--- src/rtl/adsr_nco.sv ---
// Envelope ramp NCO: a free-running phase accumulator stepped once per sample tick, with a
// log-style step code. Define ADSR_NCO_REG_OUT_EN to add one extra output register stage.
module adsr_nco #(
  parameter int unsigned ACC_W = 24
) (
  input  logic       clk,
  input  logic       rst,
  input  logic       sample_rate,
  input  logic [6:0] env_time,
  output logic [6:0] env_scale,
  output logic       env_ovflow,
  output logic       env_dv
);

  localparam int unsigned ShBase = ACC_W - 9;

  logic [ACC_W-1:0] acc_q;
  logic [ACC_W-1:0] inc;
  logic [ACC_W:0]   sum;
  logic [3:0]       expo;
  logic [3:0]       mant;
  logic [31:0]      shamt;

  logic [6:0] scale_q;
  logic       ovf_q;
  logic       dv_q;

  // Exponent picks the octave, mantissa walks 15..8 within it, so the step falls as the code rises.
  always_comb begin
    expo  = env_time[6:3];
    mant  = 4'd15 - {1'b0, env_time[2:0]};
    shamt = ShBase - 32'(expo);
    inc   = {{(ACC_W-4){1'b0}}, mant} << shamt;
    sum   = {1'b0, acc_q} + {1'b0, inc};
  end

  always_ff @(posedge clk or negedge rst) begin
    if (!rst) begin
      acc_q   <= '0;
      scale_q <= '0;
      ovf_q   <= 1'b0;
      dv_q    <= 1'b0;
    end else if (sample_rate) begin
      // Wrap keeps the residue so the ramp stays phase-continuous.
      acc_q   <= sum[ACC_W-1:0];
      scale_q <= sum[ACC_W-1 -: 7];
      ovf_q   <= sum[ACC_W];
      dv_q    <= 1'b1;
    end else begin
      ovf_q   <= 1'b0;
      dv_q    <= 1'b0;
    end
  end

`ifdef ADSR_NCO_REG_OUT_EN
  logic [6:0] scale_r;
  logic       ovf_r;
  logic       dv_r;

  always_ff @(posedge clk or negedge rst) begin
    if (!rst) begin
      scale_r <= '0;
      ovf_r   <= 1'b0;
      dv_r    <= 1'b0;
    end else begin
      scale_r <= scale_q;
      ovf_r   <= ovf_q;
      dv_r    <= dv_q;
    end
  end

  assign env_scale  = scale_r;
  assign env_ovflow = ovf_r;
  assign env_dv     = dv_r;
`else
  assign env_scale  = scale_q;
  assign env_ovflow = ovf_q;
  assign env_dv     = dv_q;
`endif

endmodule

--- config.mk ---
export PLATFORM = sky130hd
export DESIGN_NAME = adsr_nco
export DESIGN_NICKNAME = d
export VERILOG_FILES = /design/src/rtl/adsr_nco.sv
export SDC_FILE = /design/constraint.sdc
export NUM_CORES = 1
export LEC_CHECK = 0
export CORE_MARGIN = 10
export CORE_UTILIZATION = 60
export CTS_BUF_LIST = sky130_fd_sc_hd__clkbuf_2
export DETAILED_ROUTE_END_ITERATION = 10
export GPL_TIMING_DRIVEN = 0
export PLACE_DENSITY = 0.82
export SLEW_MARGIN = 40
export SYNTH_ARGS = -nofsm -noshare
export SYNTH_HDL_FRONTEND = slang
export SYNTH_SLANG_ARGS = --single-unit
--- constraint.sdc ---
create_clock -name clk -period 2.7 [get_ports clk]
set_clock_uncertainty 0.05 [all_clocks]
set_input_delay 0.54 -clock clk [delete_from_list [all_inputs] [get_ports clk]]
set_output_delay 0.54 -clock clk [all_outputs]
set_load 0.005 [all_outputs]
After elaboration in Yosys (flattened, before gate mapping)
Cells that the tools add are included.

operators by class
  magnitude comparators = 0
  reductions and logical operators = 0
  bitwise logic cells = 0
  divide/modulo/power cells = 0
  multiplexer cells = 2
  multiply operators = 0
  eq/ne operators = 0
  add/sub/neg operators = 3
  shift operators = 1

operators by type and width
  operator                                                           count
  4-bit by 32-bit left shift with 24-bit output                      1
  24-bit by 24-bit adder with 25-bit output                          1
  4-bit by 4-bit subtractor with 5-bit output, first input constant  1
  4-bit by 3-bit subtractor with 4-bit output, first input constant  1
  1-bit two-way mux                                                  2

storage, ports and cells
  bits in registers = 33
  memories kept = 0
  memory bits (writable) = 0
  bits in read-only memories = 0
  latch bits = 0
  output and inout port bits = 9
  input port bits = 10
  logic and storage cells = 10

Depth between registers and ports, before layout
  word-level depth = 4
  depth in mapped cells = 14

Worst setup path before layout
No wires, ideal clock.

  kind = input port to flip-flop
  start = input port env_time[3]
  end = register acc_q[18]
  stages = 12
  path buffers = 1
  data required time = 2.555 ns
  arrival time = 2.947 ns
  setup slack = -0.393 ns
  path through = clkbuf_1 mux2i_1 nand2_1 mux2_2 nor2_1 ha_1 and3_1 a221oi_2 o31a_1 nor3_1 o31a_1 o31ai_1

on the way
  word-level cells in the longest chain between the ends = 3

RTL lines
  item                                           line  text
  from (decl)                                    9     input logic [6:0] env_time,
  4-bit by 4-bit subtractor with 5-bit output    32    shamt = ShBase - 32'(expo);
  4-bit by 32-bit left shift with 24-bit output  33    inc = {{(ACC_W-4){1'b0}}, mant} << shamt;
  24-bit by 24-bit adder with 25-bit output      34    sum = {1'b0, acc_q} + {1'b0, inc};
  to (signal assigned)                           45    acc_q <= sum[ACC_W-1:0];
  to (decl)                                      17    logic [ACC_W-1:0] acc_q;

Every way passes these cells.
A chain may end at the register's enable or synchronous reset.

Worst setup path after layout
  start = input port env_time[3]
  end = register acc_q[15]

Same word-level chain as after synthesis.

==> metrics.txt <==
outcome=finished, final reports clean; fin crit period=2.667 ns; Final Hold Vio Count=0; number of diodes=0; per-cell routed wire length=18.71 um; Overall Global Routing Usage=17.92%; GP Congestion=0.9067; htree depth=1; CTS tree=done; clock-pin slew on the worst setup and hold paths=0.29 ns; Post-DP HPWL=4400 um; post-synth top area share=27.34%; Power per Cell Area=827.7 nW/um^2; # rows=22; Clock Latency Late Sink=0.40 ns; Seq/Total Area, Yosys=27.34%; f_max=374.9 MHz; core area=3744 um^2; drt initial violations=249; via count=2,282; IO Port Bufs=15; die height=82.98 um; Layout Nets=340; Unique masters post-synth=55; # IOs=19; WS Path Type=in -> reg; die area=6886 um^2; syn avg cell area=8.530 um^2; vias in the first global route=2,174; Worst Max-Slew Pin Slew=0.7099 ns; crit path max fanout=10; antenna-violating nets left=0; synthesized flop and latch total=26; Hold/Removal Path Class=in -> async; ys async rst share=100.0%; unrepaired setup endpoints after global routing=true; Detailed Routing Iterations Pass 1=4; Lkg Pwr=1.284 nW; worst vdd ir=552.9 uV; cts hold-fix bufs=0; Critical Path Source Type=input pin; post-route cell area=3053 um^2; leading area contributor after synthesis=dfrtp_1; Placed Area=2735 um^2; predominant post-synthesis flop cell=dfrtp_1; initial core utilization=63.57%; placed cells=342; largest cells by area after synthesis=dfrtp_1, ha_1, mux2_2; worst path required time=2.98 ns; Tcrit/Tclk final=98.78%; Vias/cell=6.392; Root Buffer=clkbuf_2; Max transition margin=52.67%; share of post-route cells with drive strength above 1=29.77%; Post-synth EDFFs=0; Slew Viols, Final=0; Synth warnings=0; largest net degree at the start of global routing=27; clk buf depth=2; Area Overhead vs Synth=28.29%; Syn Nets=309; drc violations=0; CTS Buf Count=3; CP endpoint kind=flip-flop; Mapped Cells=279; GRT overflow=0; global-route wire length before repair=10,760 um; Max Cap Violations=0; initial antenna violation count=0; Setup Viol. Count Final=0; synthesized cell area=2380 um^2; fillers=247; Worst Path Arrival=2.95 ns; die width=82.98 um; total routed wirelength=6678 um; clock sink count=26; Post-Layout Cell Count=357
==> sequential cells by signal, summed over array words and instances, names as in the netlist <==
| register | cells |
|---|---|
| acc_q | 24 |
| env_ovflow | 1 |
| env_dv | 1 |
==> area by class of cell <==
type,instances,area [um^2],share of cell area [%]
Clock inverter,1,30.03,0.9836
Clock buffer,3,15.01,0.4918
Multi-Input combinational cell,223,1852,60.66
Sequential cell,26,650.6,21.31
Buffer,22,191.4,6.271
Tap cell,48,60.06,1.967
Inverter,8,32.53,1.066
Timing Repair Buffer,26,221.5,7.254
==> per-layer routing <==
layer	GRT usage [%]	vias up	share of wire, %
met3	4.297	14	5.1
met4	4.000	0	2.1
met5	0	-	0
met2	28.77	79	46
li1	-	1089	-
met1	23.52	1100	47
==> cells by family (layout without fill, tap and decap cells) <==
logic type	count (synthesis)	after routing	synth area share (%)
buffers and inverters	30	60	6.204
DFF	26	26	27.34
AOI/OAI and AO/OA	79	79	22.98
and+or+nand+nor	92	92	19.40
xor gates and xnor gates	16	16	5.888
muxes	16	16	7.361
adders and majority gates	20	20	10.83
==> worst max-delay path, stage by stage <==
cell and delay (ns):
clkbuf_16 0.14, mux2i_1 0.19, nand2_1 0.11, buf_4 0.16, o22ai_2 0.20, ha_1 0.26, buf_2 0.18, nand2_1 0.15
o21ai_0 0.13, a221oi_1 0.26, nand3_1 0.17, xor2_1 0.18, mux2_2 0.28
==> worst paths after layout <==
check                           cells after the start                    end                   from  slack (ns)
worst max-delay path                               13  acc_q[15]$_DFFE_PN0P_            env_time[3]        0.03
min in group clk                                    1  acc_q[23]$_DFFE_PN0P_  acc_q[23]$_DFFE_PN0P_        0.47
worst max register to register                      9  acc_q[10]$_DFFE_PN0P_   acc_q[0]$_DFFE_PN0P_        0.23
worst min-delay path                                1   acc_q[5]$_DFFE_PN0P_                    rst        0.04
worst min register to register                      1  acc_q[23]$_DFFE_PN0P_  acc_q[23]$_DFFE_PN0P_        0.47
max in group asynchronous                           1   acc_q[9]$_DFFE_PN0P_                    rst        2.16
==> power by group <==
group	switching, mW	internal, mW
Clock	0.141	0.127
Combinational	0.824	0.761
Sequential	0.125	0.549
==> Yosys cell counts, types with 3 or more instances <==
library cell / count
a211oi_1: 3
a21o_1: 6
a21oi_1: 20
and3_1: 5
buf_2: 5
buf_4: 7
clkbuf_1: 6
dfrtp_1: 26
ha_1: 19
inv_1: 8
mux2_2: 12
mux2i_1: 4
nand2_1: 20
nand2b_1: 3
nand3_1: 9
nand4_1: 6
nor2_1: 24
nor3_1: 8
nor3b_1: 3
nor4_1: 3
o21a_1: 3
o21ai_0: 17
o31a_1: 3
or3_1: 3
xnor2_1: 11
xor2_1: 5
==> metrics by stage <==
| step | utilization (%) | power (mW) | setup TNS, ns | setup slack (ns) | hold slack (ns) |
|---|---|---|---|---|---|
| floorplan | - | 1.750 | -1.597 | -0.1662 | 0.1944 |
| global placement | 73.20 | 2.018 | -17.27 | -1.047 | 0.4158 |
| detailed placement | 73.06 | 2.062 | -18.60 | -1.124 | 0.4260 |
| CTS | 79.21 | 2.434 | 0 | 0.007986 | 0.07350 |
| global route | 81.55 | 2.705 | -0.01683 | -0.01583 | 0.05071 |
| finish | 81.55 | 2.527 | 0 | 0.03287 | 0.04476 |
==> timing repair <==
item | 4_1_cts | 5_1_grt
resized for setup | 33 | 29
pin swaps | 9 | 11
gates cloned | 0 | 1
setup buffers | 9 | 1
endpoints found under the setup margin | 20 | 15
hold endpoints to repair | 0 | 0
==> placed cells by master, fill, tap and decap left out, drive strengths merged, types with 3 or more instances in the layout <==
cell type      synthesis  layout
a211oi                 3       3
a21o                   6       6
a21oi                 22      22
a221oi                 3       3
and3                   5       5
buf                   14      28
clkbuf                 8      13
clkdlybuf4s50          0      10
dfrtp                 26      26
ha                    19      19
inv                    8       8
mux2                  12      12
mux2i                  4       4
nand2                 20      20
nand2b                 3       3
nand3                  9       9
nand4                  6       6
nor2                  24      24
nor3                   8       8
nor3b                  3       3
nor4                   3       3
o21a                   3       3
o21ai                 17      17
o311ai                 3       3
o31a                   3       3
or3                    3       3
xnor2                 11      11
xor2                   5       5
Note: power is estimated with default switching activity, not from simulation.
